--- config.mk ---
export PLATFORM = sky130hd
export DESIGN_NAME = bucket_rotation_timer
export DESIGN_NICKNAME = d
export VERILOG_FILES = /design/src/rtl/bucket_timer_pkg.sv /design/src/rtl/timer_channel.sv /design/src/rtl/bucket_rotation_timer.sv
export SDC_FILE = /design/constraint.sdc
export NUM_CORES = 1
export LEC_CHECK = 0
export CORE_ASPECT_RATIO = 1.25
export CORE_MARGIN = 8
export CORE_UTILIZATION = 24
export CTS_CLUSTER_SIZE = 40
export DETAILED_ROUTE_END_ITERATION = 10
export PLACE_DENSITY = 0.47
export RECOVER_POWER = 25
export SYNTH_ARGS = -nofsm -noshare
export SYNTH_HDL_FRONTEND = slang
export SYNTH_HIERARCHICAL = 1
export SYNTH_SLANG_ARGS = --single-unit
--- constraint.sdc ---
create_clock -name clk -period 5.1 [get_ports clk]
set_clock_uncertainty 0.1 [all_clocks]
set_input_delay 1.02 -clock clk [delete_from_list [all_inputs] [get_ports clk]]
set_output_delay 1.02 -clock clk [all_outputs]
set_load 0.01 [all_outputs]
--- src/rtl/bucket_timer_pkg.sv ---
// Shared types and width helpers for the multi-channel bucket rotation timer.
package bucket_timer_pkg;

  typedef enum logic {
    MODE_PERIODIC = 1'b0,
    MODE_ONESHOT  = 1'b1
  } mode_e;

  function automatic int unsigned clog2(input int unsigned value);
    int unsigned result;
    int unsigned rem;
    result = 0;
    rem    = (value > 1) ? value - 1 : 0;
    while (rem != 0) begin
      result = result + 1;
      rem    = rem >> 1;
    end
    return result;
  endfunction

  // Channel select width; a single channel still needs a 1-bit select port.
  function automatic int unsigned ch_width(input int unsigned num_ch);
    return (clog2(num_ch) < 1) ? 1 : clog2(num_ch);
  endfunction

endpackage

--- src/rtl/timer_channel.sv ---
// One timer slice: tick counter, programmable period/mode, rotating bucket index
// and sticky one-shot expiry flag.
module timer_channel
  import bucket_timer_pkg::*;
#(
  parameter int unsigned      CNT_W          = 32,
  parameter int unsigned      NUM_BUCKETS    = 4,
  parameter int unsigned      BKT_W          = 2,
  parameter logic [CNT_W-1:0] DEFAULT_PERIOD = '1
) (
  input  logic             clk,
  input  logic             reset_n,
  input  logic             tick,
  input  logic             enable,
  input  logic             cfg_sel,
  input  logic [CNT_W-1:0] cfg_period,
  input  mode_e            cfg_mode,
  input  logic             force_update,
  output logic             update,
  output logic [BKT_W-1:0] bucket_idx,
  output logic             expired
);

  logic [CNT_W-1:0] cnt;
  logic [CNT_W-1:0] period;
  mode_e            mode;

  logic             counting_c;
  logic             terminal_c;
  logic             fire_c;
  logic [BKT_W-1:0] bucket_next_c;

  // A config write on the terminal cycle suppresses the terminal update; force always fires.
  always_comb begin
    counting_c    = tick & enable & (period != '0) & ~expired;
    terminal_c    = counting_c & (cnt == period - CNT_W'(1));
    fire_c        = force_update | (terminal_c & ~cfg_sel);
    bucket_next_c = (bucket_idx == BKT_W'(NUM_BUCKETS - 1)) ? '0 : bucket_idx + BKT_W'(1);
  end

  always_ff @(posedge clk or negedge reset_n) begin
    if (!reset_n) begin
      cnt        <= '0;
      period     <= DEFAULT_PERIOD;
      mode       <= MODE_PERIODIC;
      update     <= 1'b0;
      bucket_idx <= '0;
      expired    <= 1'b0;
    end else begin
      update <= fire_c;
      if (fire_c) begin
        bucket_idx <= bucket_next_c;
      end
      if (cfg_sel) begin
        period  <= cfg_period;
        mode    <= cfg_mode;
        cnt     <= '0;
        expired <= 1'b0;
      end else if (terminal_c) begin
        cnt <= '0;
        if (mode == MODE_ONESHOT) begin
          expired <= 1'b1;
        end
      end else if (force_update) begin
        cnt <= '0;
      end else if (counting_c) begin
        cnt <= cnt + CNT_W'(1);
      end
    end
  end

endmodule

--- src/rtl/bucket_rotation_timer.sv ---
// Multi-channel Bloom-filter bucket rotation timer: shared tick prescaler, config
// decode and one timer_channel per channel.
module bucket_rotation_timer
  import bucket_timer_pkg::*;
#(
  parameter int unsigned      NUM_CH         = 4,
  parameter int unsigned      CNT_W          = 32,
  parameter int unsigned      PRESCALE_W     = 8,
  parameter int unsigned      NUM_BUCKETS    = 4,
  parameter logic [CNT_W-1:0] DEFAULT_PERIOD = CNT_W'(32'h3fff_ffff)
) (
  input  logic                                     clk,
  input  logic                                     reset_n,
  input  logic [NUM_CH-1:0]                        enable,
  input  logic [PRESCALE_W-1:0]                    prescale,
  input  logic                                     cfg_wr,
  input  logic [ch_width(NUM_CH)-1:0]              cfg_ch,
  input  logic [CNT_W-1:0]                         cfg_period,
  input  logic                                     cfg_oneshot,
  input  logic [NUM_CH-1:0]                        force_update,
  output logic [NUM_CH-1:0]                        update,
  output logic [NUM_CH*clog2(NUM_BUCKETS)-1:0]     bucket_idx,
  output logic [NUM_CH-1:0]                        expired
);

  localparam int unsigned CH_W     = ch_width(NUM_CH);
  localparam int unsigned CH_CMP_W = CH_W + 1;
  localparam int unsigned BKT_W    = clog2(NUM_BUCKETS);

  logic [PRESCALE_W-1:0] pre_cnt;
  logic                  tick_c;
  logic                  cfg_valid_c;
  mode_e                 cfg_mode_c;

  // Compare with >= so lowering prescale below pre_cnt ticks next cycle instead of wrapping.
  always_comb begin
    tick_c      = (pre_cnt >= prescale);
    cfg_valid_c = cfg_wr & ({1'b0, cfg_ch} < CH_CMP_W'(NUM_CH));
    cfg_mode_c  = mode_e'(cfg_oneshot);
  end

  always_ff @(posedge clk or negedge reset_n) begin
    if (!reset_n) begin
      pre_cnt <= '0;
    end else if (tick_c) begin
      pre_cnt <= '0;
    end else begin
      pre_cnt <= pre_cnt + PRESCALE_W'(1);
    end
  end

  for (genvar i = 0; i < NUM_CH; i++) begin : g_ch
    logic cfg_sel_c;

    always_comb begin
      cfg_sel_c = cfg_valid_c & (cfg_ch == CH_W'(i));
    end

    timer_channel #(
      .CNT_W         (CNT_W),
      .NUM_BUCKETS   (NUM_BUCKETS),
      .BKT_W         (BKT_W),
      .DEFAULT_PERIOD(DEFAULT_PERIOD)
    ) u_channel (
      .clk         (clk),
      .reset_n     (reset_n),
      .tick        (tick_c),
      .enable      (enable[i]),
      .cfg_sel     (cfg_sel_c),
      .cfg_period  (cfg_period),
      .cfg_mode    (cfg_mode_c),
      .force_update(force_update[i]),
      .update      (update[i]),
      .bucket_idx  (bucket_idx[i*BKT_W +: BKT_W]),
      .expired     (expired[i])
    );
  end

endmodule

After elaboration in Yosys (flattened, before gate mapping)
Cells that the tools add are included.

Bits of input ports: 54. Output and inout port bits: 16. Memory bits (read-only): 0. Bits in latches: 0. Register bits after elaboration: 284. Memories: 0. Logic and storage cells: 140. Bits in writable memories: 0.

Reduce and logical (&&, ||, !) cells: 21. Shifts and indexed selects: 0. Add/subtract/negate cells: 13. Divide/modulo/power cells: 0. Bitwise operators: 36. Order comparisons: 1. Multiply operators: 0. Eq/ne operators: 11. Multiplexer cells: 33.

Operator list (count): 32-bit two-way mux (16); 32-bit by 1-bit adder with 32-bit output (second input constant) (4); 32-bit equality test (4); 32-bit nonzero test (4); 32-bit by 1-bit subtractor with 32-bit output (second input constant) (4); 1-bit AND (24); 2-bit nonzero test (8); 4-bit nonzero test (4); 2-bit equality test (second input constant) (6); 1-bit two-way mux (12); 2-bit by 1-bit adder with 2-bit output (second input constant) (4); 8-bit by 1-bit adder with 8-bit output (second input constant) (1); 8-bit greater-or-equal comparator (1); 2-bit two-way mux (4); 8-bit two-way mux (1); 1-bit NOT (8); 2-bit AND reduction (4); 1-bit bitwise OR (4); 2-bit by 1-bit equality test with 1-bit output (second input constant) (1); 2-bit zero test (1).

Depth between registers and ports, before layout
Gate-level depths: netlist of the first run.

Depth after elaboration: 8. Mapped depth: 15. Depth with buffers taken out: 14.

Modules after synthesis
Netlist of the first run, hierarchy kept.

By module, submodules not included: timer_channel at g_ch[0].u_channel ... (cells an instance 427, seq. area each 1764.2 µm², times used 3, area an instance 4226.6 µm²); timer_channel at g_ch[3].u_channel (cells an instance 471, seq. area each 1764.2 µm², times used 1, area an instance 4399.2 µm²); bucket_rotation_timer (cells an instance 59, seq. area each 200.2 µm², times used 1, area an instance 585.6 µm²).

Worst setup path after synthesis of the first run
OpenSTA, ideal clock, no wires.

Path type: reg-to-reg. Start: reg g_ch[1].u_channel.period[0]. End: reg g_ch[1].u_channel.bucket_idx[0]. Data required time: 4875 ps. Setup time: 125 ps. Path buffers: 1. Cell stages (with the launch flop): 13. Arrival time: 3845 ps. Path slack: 1030 ps. Period minus slack after synthesis: 4070 ps. Cell sequence: dfstp_2 -> inv_1 -> ha_1 -> or4b_1 -> clkbuf_1 -> or3_1 -> nor3_4 -> mux2_2 -> o31a_1 -> or4_1 -> or4_4 -> o21bai_4 -> mux2_4.

Cells in the longest elaborated chain, start to end: 6. Elaborated cells on any way between the ends: 8. Those cells by class: add/sub (1); eq/ne (1); bitwise (5); reduce/logical (1).

Ends and longest elaborated chain: start, declared (RTL line timer_channel.sv:25) `logic [CNT_W-1:0] period;`; start signal, assigned (RTL line timer_channel.sv:55) `period <= cfg_period;`; branches (longest 3 deep; another with 32-bit by 1-bit subtractor with 32-bit output); 1-bit AND * (RTL line timer_channel.sv:36) `terminal_c = counting_c & (cnt == period - CNT_W'(1));`; 1-bit AND * (RTL line timer_channel.sv:37) `fire_c = force_update | (terminal_c & ~cfg_sel);`; 1-bit bitwise OR * (RTL line timer_channel.sv:37); net g_ch[1].u_channel.fire_c (RTL line timer_channel.sv:30) `logic fire_c;`; end signal, assigned (RTL line timer_channel.sv:52) `bucket_idx <= bucket_next_c;`; end, declared (RTL line timer_channel.sv:20) `output logic [BKT_W-1:0] bucket_idx,`.

Mark *: on every way through the listed nets, which the timed path passes. A chain may end at the register's enable or synchronous reset.

Worst setup path after layout of the first run
Start: reg g_ch[2].u_channel.period[0]. End: reg g_ch[2].u_channel.cnt[23].

Cells in the longest elaborated chain, start to end: 6. Elaborated cells on any way between the ends: 9. Those cells by class: add/sub (1); eq/ne (1); mux (2); bitwise (3); reduce/logical (2).

Ends and longest elaborated chain: start, declared (RTL line timer_channel.sv:25); start signal, assigned (RTL line timer_channel.sv:55); branches (longest 6 deep; another with 32-bit by 1-bit subtractor with 32-bit output); end signal, assigned (RTL line timer_channel.sv:67) `cnt <= cnt + CNT_W'(1);`; end, declared (RTL line timer_channel.sv:24) `logic [CNT_W-1:0] cnt;`.

Parallel ways; which one is timed is not known.

==> results of run 1 <==
[cells in the mapped netlist (all sizes together) (12+ instances only)]
cell	n	area share (%)
nand2	119	2.6
and2	12	0.42
and3	45	1.6
nand2b	13	0.50
nand4	45	1.6
a31oi	16	0.57
nand3	86	2.4
or2	19	0.67
dfstp	120	18
or3	32	1.2
inv	47	1.0
ha	25	1.8
mux2	135	8.7
or4	43	2.1
o21ai	47	1.4
nor2	228	4.8
nor3	41	1.4
clkbuf	44	0.93
dfrtp	164	23
buf	26	1.1
a21oi	38	1.1
nor4	44	2.1
xor2	113	5.6
xnor2	153	7.6
[per-layer routing]
metal	global-route usage, %	up-vias
met2	20.9	296
met4	3.92	2
met1	16.1	6886
met5	0	-
li1	-	6559
met3	2.37	78
[area by class of cell]
class / instances / area [sq um] / share of cell area, %
diodes: 4 / 10.0 / 0.0488
clock buffers: 52 / 1020 / 4.98
clock inverters: 12 / 151 / 0.738
inverters: 47 / 176 / 0.860
multi-input cells: 1410 / 9890 / 48.2
flip-flops and latches: 284 / 7260 / 35.4
well taps: 960 / 1200 / 5.85
repair buffers: 85 / 816 / 3.98
[metrics by stage]
stage	area (sq um)	hold slack (ns)	setup WS, ns
floorplan	17700	0.346	1.03
global placement	19400	0.376	0.383
detailed placement	19400	0.381	0.314
CTS	20500	0.388	0.574
global route	20500	0.413	0.344
finish	20500	0.376	0.557
[path summary, 6_finish.rpt]
path	from	to	slack, ns	cells after the start
setup reg to reg	g_ch[2].u_channel/period[0]	g_ch[2].u_channel/cnt[23]	0.56	11
hold / removal	pre_cnt[0]	pre_cnt[0]	0.38	1
hold reg to reg	pre_cnt[0]	pre_cnt[0]	0.38	1
max in group asynchronous	reset_n	pre_cnt[0]	1.15	2
setup / recovery	g_ch[2].u_channel/period[0]	g_ch[2].u_channel/cnt[23]	0.56	11
min in group asynchronous	reset_n	g_ch[0].u_channel/cnt[6]	1.06	1
[logic make-up (layout without fill, tap and decap cells)]
family | Yosys count | after routing | synth area share [%]
AND/OR/NAND/NOR | 785 | 785 | 24.1
multiplexers | 140 | 140 | 9.02
other | 0 | 4 | 0
flip-flops | 284 | 284 | 41.1
buffers and inverters | 117 | 196 | 3.03
AO/OA/AOI/OAI | 194 | 194 | 7.78
XOR/XNOR | 266 | 266 | 13.2
adder cells (fa/ha/maj) | 25 | 25 | 1.77
[critical path: stages, from the launching register on]
cell and delay, ns:
sky130_fd_sc_hd__dfstp_2 0.38, sky130_fd_sc_hd__inv_1 0.10, sky130_fd_sc_hd__ha_1 0.21, sky130_fd_sc_hd__or4b_1 0.66, sky130_fd_sc_hd__or3_1 0.51, sky130_fd_sc_hd__nor3_4 0.16
sky130_fd_sc_hd__mux2_2 0.36, sky130_fd_sc_hd__o31a_1 0.31, sky130_fd_sc_hd__or4_1 0.43, sky130_fd_sc_hd__or4_4 0.59, sky130_fd_sc_hd__nand2_2 0.45, sky130_fd_sc_hd__nor2_1 0.12
[sequential cells by signal (all words and copies together) (netlist names)]
signal,cells
g_ch.u_channel/cnt,128
g_ch.u_channel/period,128
g_ch.u_channel/bucket_idx,8
pre_cnt,8
g_ch.u_channel/expired,4
g_ch.u_channel/mode,4
g_ch.u_channel/update,4
[power groups by stage]
stage | Sequential, mW | Combinational (mW) | Clock (mW)
after floorplan | 2.95 | 1.04 | 0
after global placement | 3.09 | 1.42 | 0
after detailed placement | 3.10 | 1.45 | 0
after CTS | 3.06 | 1.46 | 2.64
after global routing | 3.11 | 1.59 | 2.72
final | 3.06 | 1.44 | 2.54
==> metrics.log, run 1 <==
[metrics] DR pass1 iterations: 5
[metrics] Via Count: 13800
[metrics] post-synthesis area per instance: 9.75 sq um
[metrics] run status: finished with violations
[metrics] die outline area: 82600 sq um
[metrics] number of antenna-violating nets in the routed design: 0
[metrics] cts repair resizes: 0
[metrics] Slew Viols, Final: 156
[metrics] clock transition time at the flip-flop clock pins of the worst setup and hold paths: 0.06 ns
[metrics] switching share of power: 30.1%
[metrics] vias in the first global route: 13800
[metrics] leakage power of the design: 7.54 nW
[metrics] max-cap violation count: 2
[metrics] setup-violating endpoint count in the final report: 0
[metrics] synth-to-layout area growth: 16.2%
[metrics] post-layout util: 28.1%
[metrics] ratio of cells with drive above 1 in the final layout: 21.1%
[metrics] net switching power: 2.12 mW
[metrics] number of nets in the final layout: 1942
[metrics] clk buf depth: 3
[metrics] Initial Util: 24.2%
[metrics] final count of hold timing violations: 0
[metrics] internal power of the cells: 4.92 mW
[metrics] overall die height: 319 um
[metrics] total standard cell area after synthesis: 17700 sq um
[metrics] pin count of the biggest net entering global routing: 90
[metrics] average via count per standard cell: 4.84
[metrics] Core Box Area: 73100 sq um
[metrics] die width: 259 um
[metrics] Clock power frac: 36.0%
[metrics] Crit path arrival time: 4.85 ns
[metrics] hold_buf cts: 0
[metrics] hold crit path type: flip-flop to flip-flop
[metrics] setup bufs post-CTS: 0
[metrics] # fillers: 7780
[metrics] Post-Syn Nets: 1890
[metrics] async set-or-reset flop fraction in the synthesized netlist: 100%
[metrics] most common cell after layout, fill and taps aside: sky130_fd_sc_hd__nor2_1
[metrics] Power, Total: 7.04 mW
[metrics] Worst Tran Pin Value: 2.27 ns
[metrics] Critical Path Source Type: flip-flop
[metrics] post-synthesis register bit count: 284
[metrics] filler-free cell count of the finished design: 2854
[metrics] Placer Congestion: 0.877
[metrics] number of remaining DRC errors: 0
[metrics] met3 wire len: 2.41 mm
[metrics] routed length on met1: 23.7 mm
[metrics] headroom to the max-slew limit: -51.2%
[metrics] Yosys cell types: 76
[metrics] Detail Placement HPWL: 39.6 mm
[metrics] proportion of synthesized chip area in sequential cells: 41.1%
[metrics] instance count after placement with tap cells included: 2786
[metrics] violated checks: max-capacitance violations, max-slew violations
[metrics] clock tree from TritonCTS: done
[metrics] primary flip-flop cell chosen by synthesis mapping: sky130_fd_sc_hd__dfrtp_1
[metrics] residual overflow from global routing: 0
[metrics] CTS buffer count: 35
[metrics] count of mapped cells out of synthesis: 1811
[metrics] detailed route wirelength on metal2: 25.1 mm
[metrics] clock sink count: 284
[metrics] PortBufs: 69
[metrics] Worst EP required: 5.41 ns
[metrics] drt total wl: 52.7 mm
[metrics] RSZ-0062 raised after global routing: no
[metrics] critical path capture point type: flip-flop
[metrics] level count of the clock H-tree: 2
[metrics] wire length of the first global-routing pass: 81.6 mm
[metrics] combined global-route utilization of all metal layers: 12.5%
[metrics] Clock Tree Root: sky130_fd_sc_hd__clkbuf_16
[metrics] crit path kind: flip-flop to flip-flop
[metrics] number of antenna violations at the first check in global routing: 12
[metrics] top routing layer in use: met5
[metrics] commonest cells after routing, fill and taps aside: sky130_fd_sc_hd__nor2_1 (227), sky130_fd_sc_hd__dfrtp_1 (164), sky130_fd_sc_hd__xnor2_1 (153), sky130_fd_sc_hd__mux2_2 (127), sky130_fd_sc_hd__dfstp_2 (120)
[metrics] highest attainable clock frequency: 0.220 GHz
[metrics] share of the clock period used by the worst path after layout: 89.1%
[metrics] routed wire length per instance: 18.5 um
[metrics] row cnt: 111
[metrics] combinational cell fraction of total power: 20.5%
[metrics] number of synthesis warnings: 6
[metrics] areal power density over the cells: 343 nW/um^2
[metrics] critical-path maximum fanout: 29
[metrics] shortest period the worst path allows: 4.54 ns
[metrics] number of synthesized flops with an enable pin: 0
[metrics] DRC marker count from the first detailed-route iteration: 859
[metrics] Clock Latency Late Sink: 0.55 ns
[metrics] I/O pin total: 70
[metrics] IR Drop Worst-Case VDD: 0.197 mV
[metrics] sequential share of power: 43.5%
[metrics] sum of negative setup slack: 0 ns
Note: power is estimated with default switching activity, not from simulation.
==> run 2: changes to the inputs <==
Settings changed: PLACE_DENSITY 0.47 to unset, RECOVER_POWER 25 to unset.
==> metrics.log, run 2 (same netlist as run 1, synthesis figures left out) <==
[metrics] run status: finished, final reports clean
[metrics] clk buf depth: 3
[metrics] drt total wl: 50.3 mm
[metrics] number of antenna-violating nets in the routed design: 0
[metrics] die outline area: 82600 sq um
[metrics] top routing layer in use: met5
[metrics] hold crit path type: primary input to asynchronous set/reset pin
[metrics] Clock Latency Late Sink: 0.58 ns
[metrics] pin count of the biggest net entering global routing: 127
[metrics] die width: 259 um
[metrics] clock sink count: 284
[metrics] crit-path max cell delay: 0.65 ns
[metrics] startpoint of the most critical register-to-register path: g_ch[2].u_channel/period[0]
[metrics] I/O pin total: 70
[metrics] worst-case reg-to-reg path depth: 11
[metrics] clock tree from TritonCTS: done
[metrics] number of remaining DRC errors: 0
[metrics] critical path capture point type: flip-flop
[metrics] DRC marker count from the first detailed-route iteration: 970
[metrics] Initial Util: 24.2%
[metrics] average via count per standard cell: 4.79
[metrics] CP cell instances: inv_1 > ha_1 > or4b_1 > or3_1 > nor3_4 > mux2_2 > o31a_1 > or4_1 > or4_4 > nand2_2 > nor2_1
[metrics] Worst Tran Pin Value: 0.925 ns
[metrics] ratio of cells with drive above 1 in the final layout: 21.3%
[metrics] critical-path cell with the highest stage delay: sky130_fd_sc_hd__or4b_1
[metrics] Worst EP required: 5.42 ns
[metrics] routed wire length per instance: 17.6 um
[metrics] share of the clock period used by the worst path after layout: 89.6%
[metrics] routed length on met1: 22.0 mm
[metrics] commonest cells after routing, fill and taps aside: sky130_fd_sc_hd__nor2_1 (227), sky130_fd_sc_hd__dfrtp_1 (164), sky130_fd_sc_hd__xnor2_1 (153), sky130_fd_sc_hd__mux2_2 (127), sky130_fd_sc_hd__dfstp_2 (120)
[metrics] Crit path arrival time: 4.89 ns
[metrics] Via Count: 13700
[metrics] row cnt: 111
[metrics] max-cap violation count: 0
[metrics] met3 wire len: 2.21 mm
[metrics] Clock Tree Root: sky130_fd_sc_hd__clkbuf_16
[metrics] synth-to-layout area growth: 16.7%
[metrics] highest attainable clock frequency: 0.219 GHz
[metrics] number of antenna violations at the first check in global routing: 4
[metrics] crit path kind: flip-flop to flip-flop
[metrics] setup-violating endpoint count in the final report: 0
[metrics] areal power density over the cells: 347 nW/um^2
[metrics] Detail Placement HPWL: 37.4 mm
[metrics] overall die height: 319 um
[metrics] cts repair resizes: 0
[metrics] Core Box Area: 73100 sq um
[metrics] IR Drop Worst-Case VDD: 0.230 mV
[metrics] number of nets in the final layout: 1944
[metrics] PortBufs: 69
[metrics] vias in the first global route: 13300
[metrics] reg2reg setup slack: 0.53 ns
[metrics] leakage power of the design: 7.58 nW
[metrics] shortest period the worst path allows: 4.57 ns
[metrics] final count of hold timing violations: 0
[metrics] Slew Viols, Final: 0
[metrics] level count of the clock H-tree: 2
[metrics] clock transition time at the flip-flop clock pins of the worst setup and hold paths: 0.06 ns
[metrics] setup bufs post-CTS: 0
[metrics] most common cell after layout, fill and taps aside: sky130_fd_sc_hd__nor2_1
[metrics] DR pass1 iterations: 5
[metrics] worst r2r dst: g_ch[2].u_channel/cnt[2]
[metrics] combined global-route utilization of all metal layers: 11.9%
[metrics] headroom to the max-slew limit: 37.8%
[metrics] wire length of the first global-routing pass: 78.3 mm
[metrics] CTS buffer count: 35
[metrics] detailed route wirelength on metal2: 24.1 mm
[metrics] biggest regs: g_ch.u_channel/cnt: 128 flops, g_ch.u_channel/period: 128 flops
[metrics] hold_buf cts: 0
[metrics] residual overflow from global routing: 0
[metrics] Placer Congestion: 0.895
[metrics] Critical Path Source Type: flip-flop
[metrics] RSZ-0062 raised after global routing: no
[metrics] sum of negative setup slack: 0 ns
[metrics] post-layout util: 28.2%
[metrics] critical-path maximum fanout: 29
[run 2: changes by cell type in the layout (fill, tap and decap cells not counted), moves of 2 or more]
cell	change
sky130_fd_sc_hd__buf_4	+2
sky130_fd_sc_hd__clkinv_4	+2
sky130_fd_sc_hd__clkbuf_1	-3
sky130_fd_sc_hd__clkbuf_8	-2
sky130_fd_sc_hd__clkbuf_2	-2
sky130_fd_sc_hd__clkinv_2	-2
sky130_fd_sc_hd__clkinv_16	+2
[run 2: critical path: cells and delay by family, from the launching register on]
family / cells / cell delay [ns]
DFF: 1 / 0.39
muxes: 1 / 0.35
and+or+nand+nor: 7 / 2.96
adders and majority gates: 1 / 0.22
AOI/OAI and AO/OA: 1 / 0.29
buffers and inverters: 1 / 0.10
[run 2: stage by stage]
step	total power, mW	hold slack (ns)	setup WS (ns)	area (sq um)	instances
6_report	7.15	0.289	0.531	20600	2853
4_1_cts	7.25	0.286	0.531	20600	2850
3_5_place_dp	4.54	0.394	0.375	19400	2788
5_1_grt	7.52	0.304	0.312	20600	2851
2_1_floorplan	3.99	0.346	1.03	17700	1811
3_3_place_gp	4.51	0.372	0.400	19400	2788
[run 2: final cells by class]
type / instances / area (sq um)
fill: 7767 / 52400
multi-input combinational: 1410 / 9890
sequential: 284 / 7260
tap: 960 / 1200
clock buffer: 47 / 982
timing repair buffer: 87 / 856
clock inverter: 15 / 251
inverter: 47 / 176
antenna: 3 / 7.51
[run 2: how the worst max path moves through the flow]
stage                                            from                              end  slack (ns)  depth (start not counted)
final                     g_ch[2].u_channel/period[0]         g_ch[2].u_channel/cnt[2]        0.53                         11
after detailed placement                  prescale[6]        g_ch[3].u_channel/cnt[14]        0.37                         15
after global placement                    prescale[7]         g_ch[0].u_channel/cnt[4]        0.40                         15
after CTS                 g_ch[2].u_channel/period[0]        g_ch[2].u_channel/cnt[13]        0.53                         11
after global routing      g_ch[2].u_channel/period[0]        g_ch[2].u_channel/cnt[10]        0.31                         11
after floorplan           g_ch[1].u_channel/period[0]  g_ch[1].u_channel/bucket_idx[0]        1.03                         12
[run 2: routing by layer]
| layer | global-route usage (%) | vias to the layer above |
|---|---|---|
| li1 | - | 6568 |
| met5 | 0 | - |
| met2 | 19.9 | 285 |
| met3 | 2.09 | 87 |
| met1 | 15.1 | 6738 |
| met4 | 4.83 | 2 |
[run 2: power by group]
group          internal [mW]  switching (mW)  leakage, nW
Combinational          0.718           0.727         3.49
Clock                   1.58            1.07        0.596
Sequential              2.66           0.389         3.49
==> run 3: changes to the inputs <==
Settings changed: CORE_UTILIZATION 24 to 60, CTS_CLUSTER_SIZE 40 to unset, PLACE_DENSITY set to 0.79, SLEW_MARGIN set to 25.
==> metrics.log, run 3 (same netlist as run 1, synthesis figures left out) <==
[metrics] final count of hold timing violations: 0
[metrics] pin count of the biggest net entering global routing: 81
[metrics] most common cell after layout, fill and taps aside: sky130_fd_sc_hd__nor2_1
[metrics] highest attainable clock frequency: 0.223 GHz
[metrics] residual overflow from global routing: 0
[metrics] routed wire length per instance: 20.4 um
[metrics] areal power density over the cells: 338 nW/um^2
[metrics] I/O pin total: 70
[metrics] crit path kind: flip-flop to flip-flop
[metrics] CTS buffer count: 29
[metrics] combined global-route utilization of all metal layers: 26.2%
[metrics] DR pass1 iterations: 5
[metrics] setup-violating endpoint count in the final report: 0
[metrics] Initial Util: 60.6%
[metrics] leakage power of the design: 7.44 nW
[metrics] combinational cell fraction of total power: 21.7%
[metrics] sum of negative setup slack: 0 ns
[metrics] hold_buf cts: 0
[metrics] level count of the clock H-tree: 1
[metrics] Clock Tree Root: sky130_fd_sc_hd__clkbuf_16
[metrics] final hold slack: 0.263 ns
[metrics] Core Box Area: 29200 sq um
[metrics] Slew Viols, Final: 0
[metrics] ratio of cells with drive above 1 in the final layout: 21.0%
[metrics] clock transition time at the flip-flop clock pins of the worst setup and hold paths: 0.06 ns
[metrics] critical-path maximum fanout: 29
[metrics] vias in the first global route: 13700
[metrics] die outline area: 35200 sq um
[metrics] max-cap violation count: 0
[metrics] cts repair resizes: 0
[metrics] number of antenna-violating nets in the routed design: 0
[metrics] net switching power: 2.05 mW
[metrics] storage element area: 7260 sq um
[metrics] Critical Path Source Type: flip-flop
[metrics] critical path capture point type: flip-flop
[metrics] Crit path arrival time: 4.80 ns
[metrics] number of nets in the final layout: 1937
[metrics] clock sink count: 284
[metrics] Worst Setup Slack, final: 0.620 ns
[metrics] share of the clock period used by the worst path after layout: 87.8%
[metrics] average via count per standard cell: 6.15
[metrics] headroom to the max-slew limit: 53.8%
[metrics] # fillers: 2205
[metrics] number of remaining DRC errors: 0
[metrics] Via Count: 14000
[metrics] Placer Congestion: 0.950
[metrics] Worst EP required: 5.42 ns
[metrics] commonest cells after routing, fill and taps aside: sky130_fd_sc_hd__nor2_1 (227), sky130_fd_sc_hd__dfrtp_1 (164), sky130_fd_sc_hd__xnor2_1 (153), sky130_fd_sc_hd__mux2_2 (127), sky130_fd_sc_hd__dfstp_2 (120)
[metrics] PortBufs: 69
[metrics] DP Worst Slack: 0.460 ns
[metrics] sequential share of power: 46.1%
[metrics] clk buf depth: 3
[metrics] overall die height: 208 um
[metrics] worst setup path startpoint: g_ch[0].u_channel/period[0]
[metrics] RSZ-0062 raised after global routing: no
[metrics] wire length of the first global-routing pass: 73.9 mm
[metrics] run status: finished, final reports clean
[metrics] internal power of the cells: 4.57 mW
[metrics] startpoint of the most critical register-to-register path: g_ch[0].u_channel/period[0]
[metrics] Clock Latency Late Sink: 0.56 ns
[metrics] number of antenna violations at the first check in global routing: 0
[metrics] Clock power frac: 32.1%
[metrics] filler-free cell count of the finished design: 2276
[metrics] Detail Placement HPWL: 34.3 mm
[metrics] row cnt: 70
[metrics] IR Drop Worst-Case VDD: 0.304 mV
[metrics] biggest regs: g_ch.u_channel/cnt: 128 flops, g_ch.u_channel/period: 128 flops
[metrics] number of antenna diodes: 0
[metrics] synth-to-layout area growth: 11.0%
[metrics] drt total wl: 46.5 mm
[metrics] switching share of power: 30.9%
[metrics] DRC marker count from the first detailed-route iteration: 874
[metrics] Worst Tran Pin Value: 0.693 ns
[metrics] setup bufs post-CTS: 0
[metrics] die width: 169 um
[metrics] instance count after placement with tap cells included: 2223
[metrics] clock tree from TritonCTS: done
[metrics] shortest period the worst path allows: 4.48 ns
[metrics] multi-input gate area in the final layout: 9890 sq um
[metrics] hold crit path type: primary input to asynchronous set/reset pin
run 3: metal layers:
| layer | routed length [um] | global-route usage, % | vias to the layer above |
|---|---|---|---|
| met3 | 2600 | 3.58 | 126 |
| met5 | 0 | 0 | - |
| met4 | 2210 | 12.2 | 0 |
| li1 | - | - | 6543 |
| met2 | 21900 | 42.6 | 470 |
| met1 | 19800 | 34.0 | 6868 |
run 3: worst paths after layout:
kind                       cells past startpoint  slack [ns]                              end
max in group asynchronous                      2        3.54  g_ch[3].u_channel/bucket_idx[1]
max                                           11        0.62        g_ch[0].u_channel/cnt[18]
min reg2reg                                    1        0.39                       pre_cnt[0]
min                                            1        0.26        g_ch[0].u_channel/cnt[27]
min in group clk                               1        0.39                       pre_cnt[0]
max reg2reg                                   11        0.62        g_ch[0].u_channel/cnt[18]
run 3: final cells by class:
| class | count | share of cell area, % |
|---|---|---|
| Clock buffer | 35 | 3.97 |
| Clock inverter | 18 | 0.862 |
| Inverter | 47 | 0.900 |
| Multi-Input combinational cell | 1410 | 50.4 |
| Sequential cell | 284 | 37.0 |
| Tap cell | 396 | 2.53 |
| Timing Repair Buffer | 86 | 4.26 |
run 3: power by group through the flow:
stage                     registers (mW)  logic [mW]  clock network [mW]
after floorplan                     2.95        1.04                   0
after global placement              3.06        1.38                   0
after detailed placement            3.08        1.42                   0
after CTS                           3.04        1.44                2.17
after global routing                3.10        1.57                2.25
final                               3.05        1.44                2.13
run 3: per-stage QoR:
step	util (%)	total power, mW	instance area [sq um]
finish	67.2	6.62	19600
global route	67.2	6.92	19600
CTS	67.2	6.64	19600
global placement	64.0	4.44	18700
detailed placement	64.0	4.50	18700
floorplan	-	3.99	17700
run 3: critical path, cell delays in order, from the launching register on:
cell                      delay (ns)
sky130_fd_sc_hd__dfstp_2        0.38
sky130_fd_sc_hd__inv_1          0.09
sky130_fd_sc_hd__ha_1           0.21
sky130_fd_sc_hd__or4b_1         0.67
sky130_fd_sc_hd__or3_1          0.53
sky130_fd_sc_hd__nor3_4         0.16
sky130_fd_sc_hd__mux2_2         0.35
sky130_fd_sc_hd__o31a_1         0.27
sky130_fd_sc_hd__or4_1          0.42
sky130_fd_sc_hd__or4_4          0.58
sky130_fd_sc_hd__nand2_2        0.45
sky130_fd_sc_hd__nor2_1         0.11
